==> src/rtl/vga_sync_generator_pkg.sv <==
// ----------------------------------------------------------------------------
// vga_sync_generator_pkg
//
// Shared definitions for the VGA sync generator and its axis timers.
//  - phase_e : per-axis phase encoding (SYNC, BACK, ACTIVE, FRONT), 2 bits.
//  - VGA_*   : default 640x480@60 timing constants. The colour manager uses
//              the same porch values, so both blocks agree on line and frame
//              geometry.
//  - barColour : colour lookup for the optional vertical colour-bar pattern.
// ----------------------------------------------------------------------------
package vga_sync_generator_pkg;

    // Phase order along each axis. The back porch follows sync because the
    // colour manager counts its back porch from the sync edge.
    typedef enum logic [1:0] {
        PH_SYNC   = 2'd0,
        PH_BACK   = 2'd1,
        PH_ACTIVE = 2'd2,
        PH_FRONT  = 2'd3
    } phase_e;

    // Horizontal timing in pixel-clock cycles.
    localparam int VGA_H_ACTIVE = 640;
    localparam int VGA_H_FRONT  = 16;
    localparam int VGA_H_SYNC   = 96;
    localparam int VGA_H_BACK   = 48;

    // Vertical timing in lines.
    localparam int VGA_V_ACTIVE = 480;
    localparam int VGA_V_FRONT  = 10;
    localparam int VGA_V_SYNC   = 2;
    localparam int VGA_V_BACK   = 33;

    // Sync level while asserted (0 = active-low), pixel bus and counter widths.
    localparam logic VGA_SYNC_POL   = 1'b0;
    localparam int   VGA_DATA_WIDTH = 12;
    localparam int   VGA_CNT_WIDTH  = 10;

    // Colour of bar idx in the test pattern, left to right: white, yellow,
    // cyan, green, magenta, red, blue, black. Each 4-bit channel is either
    // fully on or fully off, so only an R/G/B on-mask is needed per bar.
    function automatic logic [11:0] barColour(input logic [2:0] idx);
        logic [2:0] rgbOn;
        case (idx)
            3'd0:    rgbOn = 3'b111;
            3'd1:    rgbOn = 3'b110;
            3'd2:    rgbOn = 3'b011;
            3'd3:    rgbOn = 3'b010;
            3'd4:    rgbOn = 3'b101;
            3'd5:    rgbOn = 3'b100;
            3'd6:    rgbOn = 3'b001;
            default: rgbOn = 3'b000;
        endcase
        return {{4{rgbOn[2]}}, {4{rgbOn[1]}}, {4{rgbOn[0]}}};
    endfunction

endpackage

==> src/rtl/vga_sync_generator_axis_timer.sv <==
// ----------------------------------------------------------------------------
// vga_axis_timer
//
// One timing axis (horizontal or vertical). It walks SYNC -> BACK -> ACTIVE
// -> FRONT -> SYNC. Inside each phase the counter runs 0 .. len-1 on every
// tick, and it clears when the phase changes.
//
// Ports
//  clk_i       in   1          pixel clock
//  rst_i       in   1          synchronous reset, active-high
//  enable_i    in   1          run enable; low holds the axis at SYNC / 0
//  tick_i      in   1          advance strobe (every clock for H, line end for V)
//  syncLen_i   in   CNT_WIDTH  sync phase length in ticks
//  backLen_i   in   CNT_WIDTH  back porch length in ticks
//  activeLen_i in   CNT_WIDTH  active phase length in ticks
//  frontLen_i  in   CNT_WIDTH  front porch length in ticks
//  phase_o     out  2          current phase
//  count_o     out  CNT_WIDTH  position inside the current phase
//  wrap_o      out  1          pulse on the tick that leaves FRONT
// ----------------------------------------------------------------------------
module vga_axis_timer
    import vga_sync_generator_pkg::*;
#(
    parameter int CNT_WIDTH = VGA_CNT_WIDTH
) (
    input  logic                 clk_i,
    input  logic                 rst_i,
    input  logic                 enable_i,
    input  logic                 tick_i,
    input  logic [CNT_WIDTH-1:0] syncLen_i,
    input  logic [CNT_WIDTH-1:0] backLen_i,
    input  logic [CNT_WIDTH-1:0] activeLen_i,
    input  logic [CNT_WIDTH-1:0] frontLen_i,
    output phase_e               phase_o,
    output logic [CNT_WIDTH-1:0] count_o,
    output logic                 wrap_o
);

    phase_e               phase_q;
    phase_e               phase_d;
    logic [CNT_WIDTH-1:0] count_q;
    logic [CNT_WIDTH-1:0] count_d;
    logic [CNT_WIDTH-1:0] phaseLen;
    phase_e               nextPhase;
    logic                 lastCount;

    // Select the length of the current phase and the phase that follows it.
    always_comb begin
        phaseLen  = syncLen_i;
        nextPhase = PH_BACK;
        unique case (phase_q)
            PH_SYNC: begin
                phaseLen  = syncLen_i;
                nextPhase = PH_BACK;
            end
            PH_BACK: begin
                phaseLen  = backLen_i;
                nextPhase = PH_ACTIVE;
            end
            PH_ACTIVE: begin
                phaseLen  = activeLen_i;
                nextPhase = PH_FRONT;
            end
            PH_FRONT: begin
                phaseLen  = frontLen_i;
                nextPhase = PH_SYNC;
            end
        endcase
    end

    assign lastCount = (count_q == (phaseLen - 1'b1));

    // On the last count of a phase, move to the next phase and restart the
    // counter. Otherwise stay in the phase and keep counting.
    always_comb begin
        phase_d = phase_q;
        count_d = count_q + 1'b1;
        if (lastCount) begin
            phase_d = nextPhase;
            count_d = '0;
        end
    end

    // Phase FSM. Reset and a dropped enable both park the axis at SYNC with
    // the counter cleared, so a restart always begins at the sync edge.
    always_ff @(posedge clk_i) begin
        if (rst_i || !enable_i) begin
            phase_q <= PH_SYNC;
            count_q <= '0;
        end else if (tick_i) begin
            phase_q <= phase_d;
            count_q <= count_d;
        end
    end

    // The wrap pulse is gated by reset and enable so that a parked axis never
    // advances the axis it drives.
    assign wrap_o  = tick_i && enable_i && !rst_i && (phase_q == PH_FRONT) && lastCount;
    assign phase_o = phase_q;
    assign count_o = count_q;

endmodule

==> src/rtl/vga_sync_generator.sv <==
// ----------------------------------------------------------------------------
// vga_sync_generator
//
// Generates VGA HSync/VSync and the blanked RGB pixel bus for the display
// connector. It sits downstream of the colour manager: it registers the
// colour manager's Data_VGA and forces the pixel to zero outside the visible
// window, and its syncs drive the colour manager's porch counters.
//
// Two vga_axis_timer instances provide the timing. The horizontal timer ticks
// on every clock, and the vertical timer ticks when the horizontal timer
// wraps. Every output is registered one cycle after the timer state, so
// HSync, VSync, RGB and Active_Video stay aligned with each other.
//
// Optional build macro VGA_SYNC_TEST_PATTERN_EN adds the Pattern_Sel input.
// When Pattern_Sel is high, the visible pixels show eight vertical colour
// bars instead of Data_VGA. Timing and blanking are unchanged.
//
// Ports
//  Clk           in   1           pixel clock
//  rst           in   1           synchronous reset, active-high
//  Enable        in   1           timing run enable (low = soft reset)
//  Data_VGA      in   DATA_WIDTH  pixel from the colour manager
//  Pattern_Sel   in   1           colour-bar select (VGA_SYNC_TEST_PATTERN_EN only)
//  HSync         out  1           horizontal sync, registered
//  VSync         out  1           vertical sync, registered
//  RGB           out  DATA_WIDTH  blanked pixel, registered
//  Active_Video  out  1           high while RGB carries a visible pixel
//  Line_Start    out  1           pulse on the first HSync cycle of each line
//  Frame_Start   out  1           pulse on the first HSync cycle of line 0
// ----------------------------------------------------------------------------
module vga_sync_generator
    import vga_sync_generator_pkg::*;
#(
    parameter int   H_ACTIVE   = VGA_H_ACTIVE,
    parameter int   H_FRONT    = VGA_H_FRONT,
    parameter int   H_SYNC     = VGA_H_SYNC,
    parameter int   H_BACK     = VGA_H_BACK,
    parameter int   V_ACTIVE   = VGA_V_ACTIVE,
    parameter int   V_FRONT    = VGA_V_FRONT,
    parameter int   V_SYNC     = VGA_V_SYNC,
    parameter int   V_BACK     = VGA_V_BACK,
    parameter logic SYNC_POL   = VGA_SYNC_POL,
    parameter int   DATA_WIDTH = VGA_DATA_WIDTH,
    parameter int   CNT_WIDTH  = VGA_CNT_WIDTH
) (
    input  logic                  Clk,
    input  logic                  rst,
    input  logic                  Enable,
    input  logic [DATA_WIDTH-1:0] Data_VGA,
`ifdef VGA_SYNC_TEST_PATTERN_EN
    input  logic                  Pattern_Sel,
`endif
    output logic                  HSync,
    output logic                  VSync,
    output logic [DATA_WIDTH-1:0] RGB,
    output logic                  Active_Video,
    output logic                  Line_Start,
    output logic                  Frame_Start
);

    localparam logic [CNT_WIDTH-1:0] H_SYNC_LEN   = CNT_WIDTH'(H_SYNC);
    localparam logic [CNT_WIDTH-1:0] H_BACK_LEN   = CNT_WIDTH'(H_BACK);
    localparam logic [CNT_WIDTH-1:0] H_ACTIVE_LEN = CNT_WIDTH'(H_ACTIVE);
    localparam logic [CNT_WIDTH-1:0] H_FRONT_LEN  = CNT_WIDTH'(H_FRONT);
    localparam logic [CNT_WIDTH-1:0] V_SYNC_LEN   = CNT_WIDTH'(V_SYNC);
    localparam logic [CNT_WIDTH-1:0] V_BACK_LEN   = CNT_WIDTH'(V_BACK);
    localparam logic [CNT_WIDTH-1:0] V_ACTIVE_LEN = CNT_WIDTH'(V_ACTIVE);
    localparam logic [CNT_WIDTH-1:0] V_FRONT_LEN  = CNT_WIDTH'(V_FRONT);

    phase_e                hPhase;
    phase_e                vPhase;
    logic [CNT_WIDTH-1:0]  hCount;
    logic [CNT_WIDTH-1:0]  vCount;
    logic                  hWrap;
    logic                  vWrap;
    logic                  unusedFrameWrap;

    logic                  inActive;
    logic                  atLineStart;
    logic                  atFrameStart;
    logic [DATA_WIDTH-1:0] pixelSrc;

    logic                  hSync_q;
    logic                  hSync_d;
    logic                  vSync_q;
    logic                  vSync_d;
    logic [DATA_WIDTH-1:0] rgb_q;
    logic [DATA_WIDTH-1:0] rgb_d;
    logic                  activeVideo_q;
    logic                  activeVideo_d;
    logic                  lineStart_q;
    logic                  lineStart_d;
    logic                  frameStart_q;
    logic                  frameStart_d;

    vga_axis_timer #(
        .CNT_WIDTH (CNT_WIDTH)
    ) u_hTimer (
        .clk_i       (Clk),
        .rst_i       (rst),
        .enable_i    (Enable),
        .tick_i      (1'b1),
        .syncLen_i   (H_SYNC_LEN),
        .backLen_i   (H_BACK_LEN),
        .activeLen_i (H_ACTIVE_LEN),
        .frontLen_i  (H_FRONT_LEN),
        .phase_o     (hPhase),
        .count_o     (hCount),
        .wrap_o      (hWrap)
    );

    vga_axis_timer #(
        .CNT_WIDTH (CNT_WIDTH)
    ) u_vTimer (
        .clk_i       (Clk),
        .rst_i       (rst),
        .enable_i    (Enable),
        .tick_i      (hWrap),
        .syncLen_i   (V_SYNC_LEN),
        .backLen_i   (V_BACK_LEN),
        .activeLen_i (V_ACTIVE_LEN),
        .frontLen_i  (V_FRONT_LEN),
        .phase_o     (vPhase),
        .count_o     (vCount),
        .wrap_o      (vWrap)
    );

    // Frame start is decoded directly from the vertical state. The vertical
    // end-of-frame pulse therefore has no consumer in this block.
    assign unusedFrameWrap = vWrap;

    // Decode the current timer position. A line starts at H SYNC count 0. A
    // frame starts on the line start that is also V SYNC count 0.
    assign inActive     = (hPhase == PH_ACTIVE) && (vPhase == PH_ACTIVE);
    assign atLineStart  = (hPhase == PH_SYNC) && (hCount == '0);
    assign atFrameStart = atLineStart && (vPhase == PH_SYNC) && (vCount == '0);

`ifdef VGA_SYNC_TEST_PATTERN_EN
    localparam int BAR_WIDTH = H_ACTIVE / 8;

    logic [2:0] barIdx;

    // Find the bar for the current pixel by comparing against the bar
    // boundaries. H_ACTIVE/8 is not a power of two, so the index cannot be
    // taken from counter bits. hCount is the pixel index while the line is
    // in ACTIVE, and the result is ignored outside the visible window.
    always_comb begin
        barIdx = 3'd0;
        for (int b = 1; b < 8; b++) begin
            if (hCount >= CNT_WIDTH'(b * BAR_WIDTH)) begin
                barIdx = 3'(b);
            end
        end
    end

    assign pixelSrc = Pattern_Sel ? DATA_WIDTH'(barColour(barIdx)) : Data_VGA;
`else
    assign pixelSrc = Data_VGA;
`endif

    // Next output values, computed from the timer state of this cycle. Data_VGA
    // is sampled in the same cycle as that state.
    always_comb begin
        hSync_d       = (hPhase == PH_SYNC) ? SYNC_POL : ~SYNC_POL;
        vSync_d       = (vPhase == PH_SYNC) ? SYNC_POL : ~SYNC_POL;
        activeVideo_d = inActive;
        rgb_d         = inActive ? pixelSrc : '0;
        lineStart_d   = atLineStart;
        frameStart_d  = atFrameStart;
    end

    // Output registers. A dropped Enable gives the same idle values as rst.
    // This keeps the start pulses from firing while the timers are parked.
    always_ff @(posedge Clk) begin
        if (rst || !Enable) begin
            hSync_q       <= ~SYNC_POL;
            vSync_q       <= ~SYNC_POL;
            rgb_q         <= '0;
            activeVideo_q <= 1'b0;
            lineStart_q   <= 1'b0;
            frameStart_q  <= 1'b0;
        end else begin
            hSync_q       <= hSync_d;
            vSync_q       <= vSync_d;
            rgb_q         <= rgb_d;
            activeVideo_q <= activeVideo_d;
            lineStart_q   <= lineStart_d;
            frameStart_q  <= frameStart_d;
        end
    end

    assign HSync        = hSync_q;
    assign VSync        = vSync_q;
    assign RGB          = rgb_q;
    assign Active_Video = activeVideo_q;
    assign Line_Start   = lineStart_q;
    assign Frame_Start  = frameStart_q;

endmodule

==> config.mk <==
export PLATFORM = sky130hd
export DESIGN_NAME = vga_sync_generator
export DESIGN_NICKNAME = d
export VERILOG_FILES = /design/src/rtl/vga_sync_generator_pkg.sv /design/src/rtl/vga_sync_generator_axis_timer.sv /design/src/rtl/vga_sync_generator.sv
export SDC_FILE = /design/constraint.sdc
export NUM_CORES = 1
export LEC_CHECK = 0
export ABC_AREA = 0
export BUFFER_PORTS_ARGS = -buffer_cell sky130_fd_sc_hd__buf_2
export CORE_ASPECT_RATIO = 1.75
export CORE_MARGIN = 5
export CORE_UTILIZATION = 40
export DETAILED_ROUTE_END_ITERATION = 10
export PLACE_DENSITY_LB_ADDON = 0.3
export REMOVE_ABC_BUFFERS = 1
export SLEW_MARGIN = 20
export SYNTH_ARGS = -nofsm -noshare
export SYNTH_HDL_FRONTEND = slang
export SYNTH_HIERARCHICAL = 1
export SYNTH_SLANG_ARGS = --single-unit
==> constraint.sdc <==
create_clock -name Clk -period 4.2 [get_ports Clk]
set_input_delay 0.84 -clock Clk [delete_from_list [all_inputs] [get_ports Clk]]
set_output_delay 0.84 -clock Clk [all_outputs]
set_load 0.005 [all_outputs]
==> flow_metrics.py, run 1 <==
metrics = {
    "synth": {
        "netlist_area_um2": 3070,
        "syn_avg_cell_area_um2": 8.93,
        "yosysWarnings": 6,
        "syn_inst": 344,
    },
    "setup_path": {
        "crit_arrival_ps": 4040,
        "worstSetupStartpointType": "flip-flop",
        "critical_path_class": "reg2reg",
        "cp_max_fo": 13,
        "cp-end-kind": "flip-flop",
        "crit_required_ps": 4370,
    },
    "finish": {
        "final_nets": 484,
        "nFillCells": 737,
        "drive_gt1_share_pct": 19.3,
        "syn2layout_area_growth_pct": 21.3,
        "diodes": 0,
    },
    "routing": {
        "dr.first_iter.drc_count": 101,
        "wl_per_cell_um": 12.7,
        "drt-total-wl_um": 6930,
        "postRouteAntennaNets": 0,
        "avgViaCountPerCell": 4.86,
        "num_vias": 2650,
        "firstDrtPassIters": 4,
        "route.detailed.drc": 0,
    },
    "min_path": {
        "min_path_type": "reg2reg",
    },
    "sta": {
        "slew_headroom_pct": 57.5,
        "setup_viol": 0,
        "period_share_pct": 92.1,
        "skew_ps": 2.84,
        "hold_viol": 0,
        "timing.fmax_ghz": 0.259,
        "whs_ps": 542,
        "rsz0062_at_grt": "no",
        "tns_ps": 0,
        "setup_slack_ps": 333,
        "post-route-min-period_ps": 3870,
        "drv_slew": 0,
        "tightestPinTransition_ps": 637,
    },
    "floorplanning": {
        "io-pin-count": 32,
        "fp.dieW_um": 76.3,
        "initial_core_util_pct": 40.9,
        "dieHeight_um": 126,
        "core-area_um2": 7510,
        "die_area_um2": 9600,
        "rows": 42,
    },
    "clocking": {
        "cts_resized": 0,
        "htreeDepth": 2,
        "hold_buffers": 0,
        "cts_tree": "built",
        "cts_root_buffer": "clkbuf_16",
        "post_cts_buffers": 0,
        "cts_buffers": 5,
        "clock_path_buffers": 2,
        "clock-sinks": 41,
        "clk_pin_slew_ps": 60,
        "clock_latency_ps": 280,
    },
    "global_routing": {
        "grt_pass1_wl_um": 11700,
        "antenna_found_initial": 0,
        "grt_pass1_vias": 2654,
        "grt_max_degree": 17,
        "track_usage_pct": 14.7,
        "grt.overflow.total": 0,
    },
    "placement": {
        "io_buffers": 31,
        "place_hpwl_um": 5660,
        "pre_cts_ws_ps": 341,
        "place.gp.congestion": 0.886,
    },
    "flow_run": {
        "max-cap-violations": 0,
    },
    "power": {
        "ir_worst_vdd_uv": 258,
        "p_leak_nw": 1.63,
        "power_density_nw_per_um2": 235,
    },
    "status": {
        "status": "complete, no violations",
    },
}
## final timing paths
kind / from / end / slack (ps) / cells past startpoint
min: u_vTimer/phase_o[1] / u_vTimer/phase_o[1] / 540 / 2
max reg2reg: u_hTimer/phase_o[0] / u_vTimer/count_o[9] / 330 / 15
max: u_hTimer/phase_o[0] / u_vTimer/count_o[9] / 330 / 15
min reg2reg: u_vTimer/phase_o[1] / u_vTimer/phase_o[1] / 540 / 2
## sequential cells by signal, indices dropped and copies added, names as in the netlist
register,count
RGB,12
u_hTimer/count_o,10
u_vTimer/count_o,10
u_hTimer/phase_o,2
u_vTimer/phase_o,2
Active_Video,1
Frame_Start,1
HSync,1
Line_Start,1
VSync,1
## metrics by stage
step           util [%]  cells  cell area [µm²]  total power [W]
3_3_place_gp       47.7    538             3580         0.000504
2_1_floorplan         -    410             3250         0.000483
6_report           49.6    545             3730         0.000878
3_5_place_dp       47.7    538             3580         0.000506
5_1_grt            49.6    545             3730         0.000920
4_1_cts            49.6    545             3730         0.000887
## placed cells by master, fill, tap and decap left out, types with 3 or more instances in the layout
| master | instances |
|---|---|
| ha_1 | 12 |
| xnor2_1 | 26 |
| a32oi_1 | 4 |
| nor2_2 | 18 |
| and3_1 | 7 |
| nor4_1 | 6 |
| buf_2 | 31 |
| a222oi_1 | 10 |
| nor2_1 | 10 |
| nand3_1 | 7 |
| a22oi_1 | 8 |
| nor3_1 | 4 |
| nand2_1 | 22 |
| nor4_2 | 3 |
| a21oi_1 | 16 |
| clkbuf_16 | 5 |
| mux2i_1 | 14 |
| dfxtp_1 | 41 |
| and2_1 | 12 |
| nor2b_1 | 12 |
| inv_1 | 22 |
| conb_1 | 87 |
| o21ai_0 | 6 |
| nand4_1 | 10 |
| nor4_4 | 5 |
| xor2_1 | 24 |
| buf_4 | 9 |
## power breakdown
part           leakage (nW)  switching [W]  internal (W)
Sequential            0.331     0.00000226      0.000392
Clock                0.0690       0.000145      0.000233
Combinational          1.23      0.0000653     0.0000404
## critical path, stage by stage, from the launching register on
cell and delay, ps:
dfxtp_1 490, inv_1 110, ha_1 370, buf_4 230
mux2i_1 290, xor2_1 190, or4_2 650, nand3_2 110
and4_4 240, and3_1 170, and3_1 180, and3_1 210
and3_1 200, nand4_1 110, xor2_1 180, nor2_2 40
## layer usage
layer  vias up  GRT usage (%)  part of all wire, %
li1       1356              -                    -
met1      1233           12.9                   35
met2        44           30.1                   59
met3        17           2.14                  2.3
met4         0           8.34                  3.7
met5         -              0                    0
## layout make-up
type,instances,area [µm²],area share [%]
Tap cell,88,110,2.95
Clock buffer,6,139,3.72
Sequential cell,41,821,22.0
Timing Repair Buffer,40,223,5.97
Multi-Input combinational cell,347,2350,62.9
Inverter,22,82.6,2.21
Clock inverter,1,7.51,0.201
(Power assumes the default switching activity.)
==> run 2: changes to the inputs <==
--- a/config.mk
+++ b/config.mk
@@ -12,9 +12,9 @@
 export CORE_UTILIZATION = 40
 export DETAILED_ROUTE_END_ITERATION = 10
 export PLACE_DENSITY_LB_ADDON = 0.3
-export REMOVE_ABC_BUFFERS = 1
 export SLEW_MARGIN = 20
 export SYNTH_ARGS = -nofsm -noshare
 export SYNTH_HDL_FRONTEND = slang
 export SYNTH_HIERARCHICAL = 1
 export SYNTH_SLANG_ARGS = --single-unit
+export TNS_END_PERCENT = 1
==> run 2 against run 1 <==
Net effect: core utilization grew 0.28 points; first-iteration DRC count shrank 13%; routed wire length shrank 2.9%; register-to-register slack is essentially flat; critical path type unchanged.
==> flow_metrics.py, run 2 (synthesis results as in run 1) <==
metrics = {
    "flow_run": {
        "max-cap-violations": 0,
    },
    "finish": {
        "layout_common_cells": "conb_1 (87), dfxtp_1 (41), buf_2 (31)",
        "drive_gt1_share_pct": 19.4,
        "nFillCells": 726,
        "final_nets": 485,
        "diodes": 0,
        "design_area_um2": 3750,
        "final_common_cell": "conb_1",
        "largest_reg_flops": 12,
        "syn2layout_area_growth_pct": 22.0,
    },
    "global_routing": {
        "grt_pass1_vias": 2672,
        "antenna_found_initial": 0,
        "grt.overflow.total": 0,
        "grt_max_degree": 14,
        "grt_pass1_wl_um": 11900,
        "track_usage_pct": 14.7,
    },
    "sta": {
        "tightestPinTransition_ps": 586,
        "period_share_pct": 92.1,
        "timing.fmax_ghz": 0.259,
        "skew_ps": 1.79,
        "rsz0062_at_grt": "no",
        "drv_slew": 0,
        "setup_viol": 0,
        "post-route-min-period_ps": 3870,
        "tns_ps": 0,
        "slew_headroom_pct": 60.9,
        "hold_viol": 0,
    },
    "floorplanning": {
        "fp.dieW_um": 76.3,
        "initial_core_util_pct": 40.9,
        "dieHeight_um": 126,
        "rows": 42,
        "die_area_um2": 9600,
        "core-area_um2": 7510,
        "io-pin-count": 32,
    },
    "setup_path": {
        "crit_required_ps": 4370,
        "cp-end-kind": "flip-flop",
        "reg2reg_depth": 16,
        "critical_path_class": "reg2reg",
        "worstSetupStartpointType": "flip-flop",
        "crit_arrival_ps": 4040,
        "cp_max_fo": 11,
    },
    "power": {
        "ir_worst_vdd_uv": 308,
        "power_density_nw_per_um2": 244,
        "power_w": 0.000916,
        "p_leak_nw": 1.64,
    },
    "routing": {
        "drt-total-wl_um": 6720,
        "dr.first_iter.drc_count": 88,
        "firstDrtPassIters": 5,
        "avgViaCountPerCell": 4.73,
        "wl_per_cell_um": 12.3,
        "postRouteAntennaNets": 0,
        "num_vias": 2582,
        "route.detailed.drc": 0,
    },
    "clocking": {
        "clock_path_buffers": 2,
        "htreeDepth": 2,
        "clk_pin_slew_ps": 60,
        "hold_buffers": 0,
        "cts_root_buffer": "clkbuf_16",
        "clock_latency_ps": 270,
        "cts_resized": 0,
        "clock-sinks": 41,
        "cts_tree": "built",
        "cts_buffers": 5,
        "post_cts_buffers": 0,
    },
    "min_path": {
        "min_path_type": "reg2reg",
        "whs_path_depth": 2,
    },
    "placement": {
        "place_hpwl_um": 5600,
        "placed_cell_area_um2": 3590,
        "io_buffers": 31,
        "place.gp.congestion": 0.833,
    },
    "status": {
        "status": "complete, no violations",
    },
}
[run 2: changes by cell type in the layout (fill, tap and decap cells not counted), sizes merged]
cell / before / now
clkinvlp: 1 / 0
clkinv: 0 / 1
clkbuf: 6 / 5
buf: 40 / 41
bufinv: 0 / 1
[run 2: per-stage QoR]
stage	setup slack (ps)	std cells	util, %	hold WS (ps)
3_3_place_gp	476	539	47.8	541
3_5_place_dp	344	539	47.8	559
2_1_floorplan	414	429	-	492
6_report	333	546	49.9	564
4_1_cts	324	546	49.9	567
5_1_grt	46.8	546	49.9	610
[run 2: worst paths after layout]
path / start / endpoint / slack [ps]
worst max register to register: u_hTimer/phase_o[0] / u_vTimer/count_o[9] / 330
worst min-delay path: u_vTimer/phase_o[1] / u_vTimer/phase_o[1] / 560
worst min register to register: u_vTimer/phase_o[1] / u_vTimer/phase_o[1] / 560
worst max-delay path: u_hTimer/phase_o[0] / u_vTimer/count_o[9] / 330
[run 2: area by class of cell]
type | count | area [µm²] | share of cell area, %
clock buffers | 5 | 125 | 3.34
clock inverters | 2 | 35.0 | 0.934
inverters | 22 | 82.6 | 2.20
multi-input cells | 347 | 2350 | 62.6
flip-flops and latches | 41 | 821 | 21.9
well taps | 88 | 110 | 2.94
repair buffers | 41 | 230 | 6.14
[run 2: per-layer routing]
layer | wire [µm] | share of wire (%) | GRT usage (%)
met1 | 2300 | 34 | 13.5
met2 | 4170 | 62 | 31.1
met3 | 111 | 1.7 | 2.00
met4 | 140 | 2.1 | 5.25
met5 | 0 | 0 | 0
[run 2: critical path: stages (launching register included)]
cell and delay (ps):
dfxtp_1 480, inv_1 120, ha_1 360, buf_4 230, a21oi_1 110, a21oi_1 190, nor4_4 440, xnor2_1 190
o31ai_4 290, and4_4 280, and3_1 170, and3_1 180, and3_1 200, and3_1 180, nand4_1 120, xor2_1 190
nor2_2 40
[run 2: report_power, final]
part / switching (W) / total (W) / internal [W]
logic: 0.0000649 / 0.000106 / 0.0000411
clock network: 0.000140 / 0.000415 / 0.000275
registers: 0.00000236 / 0.000394 / 0.000392
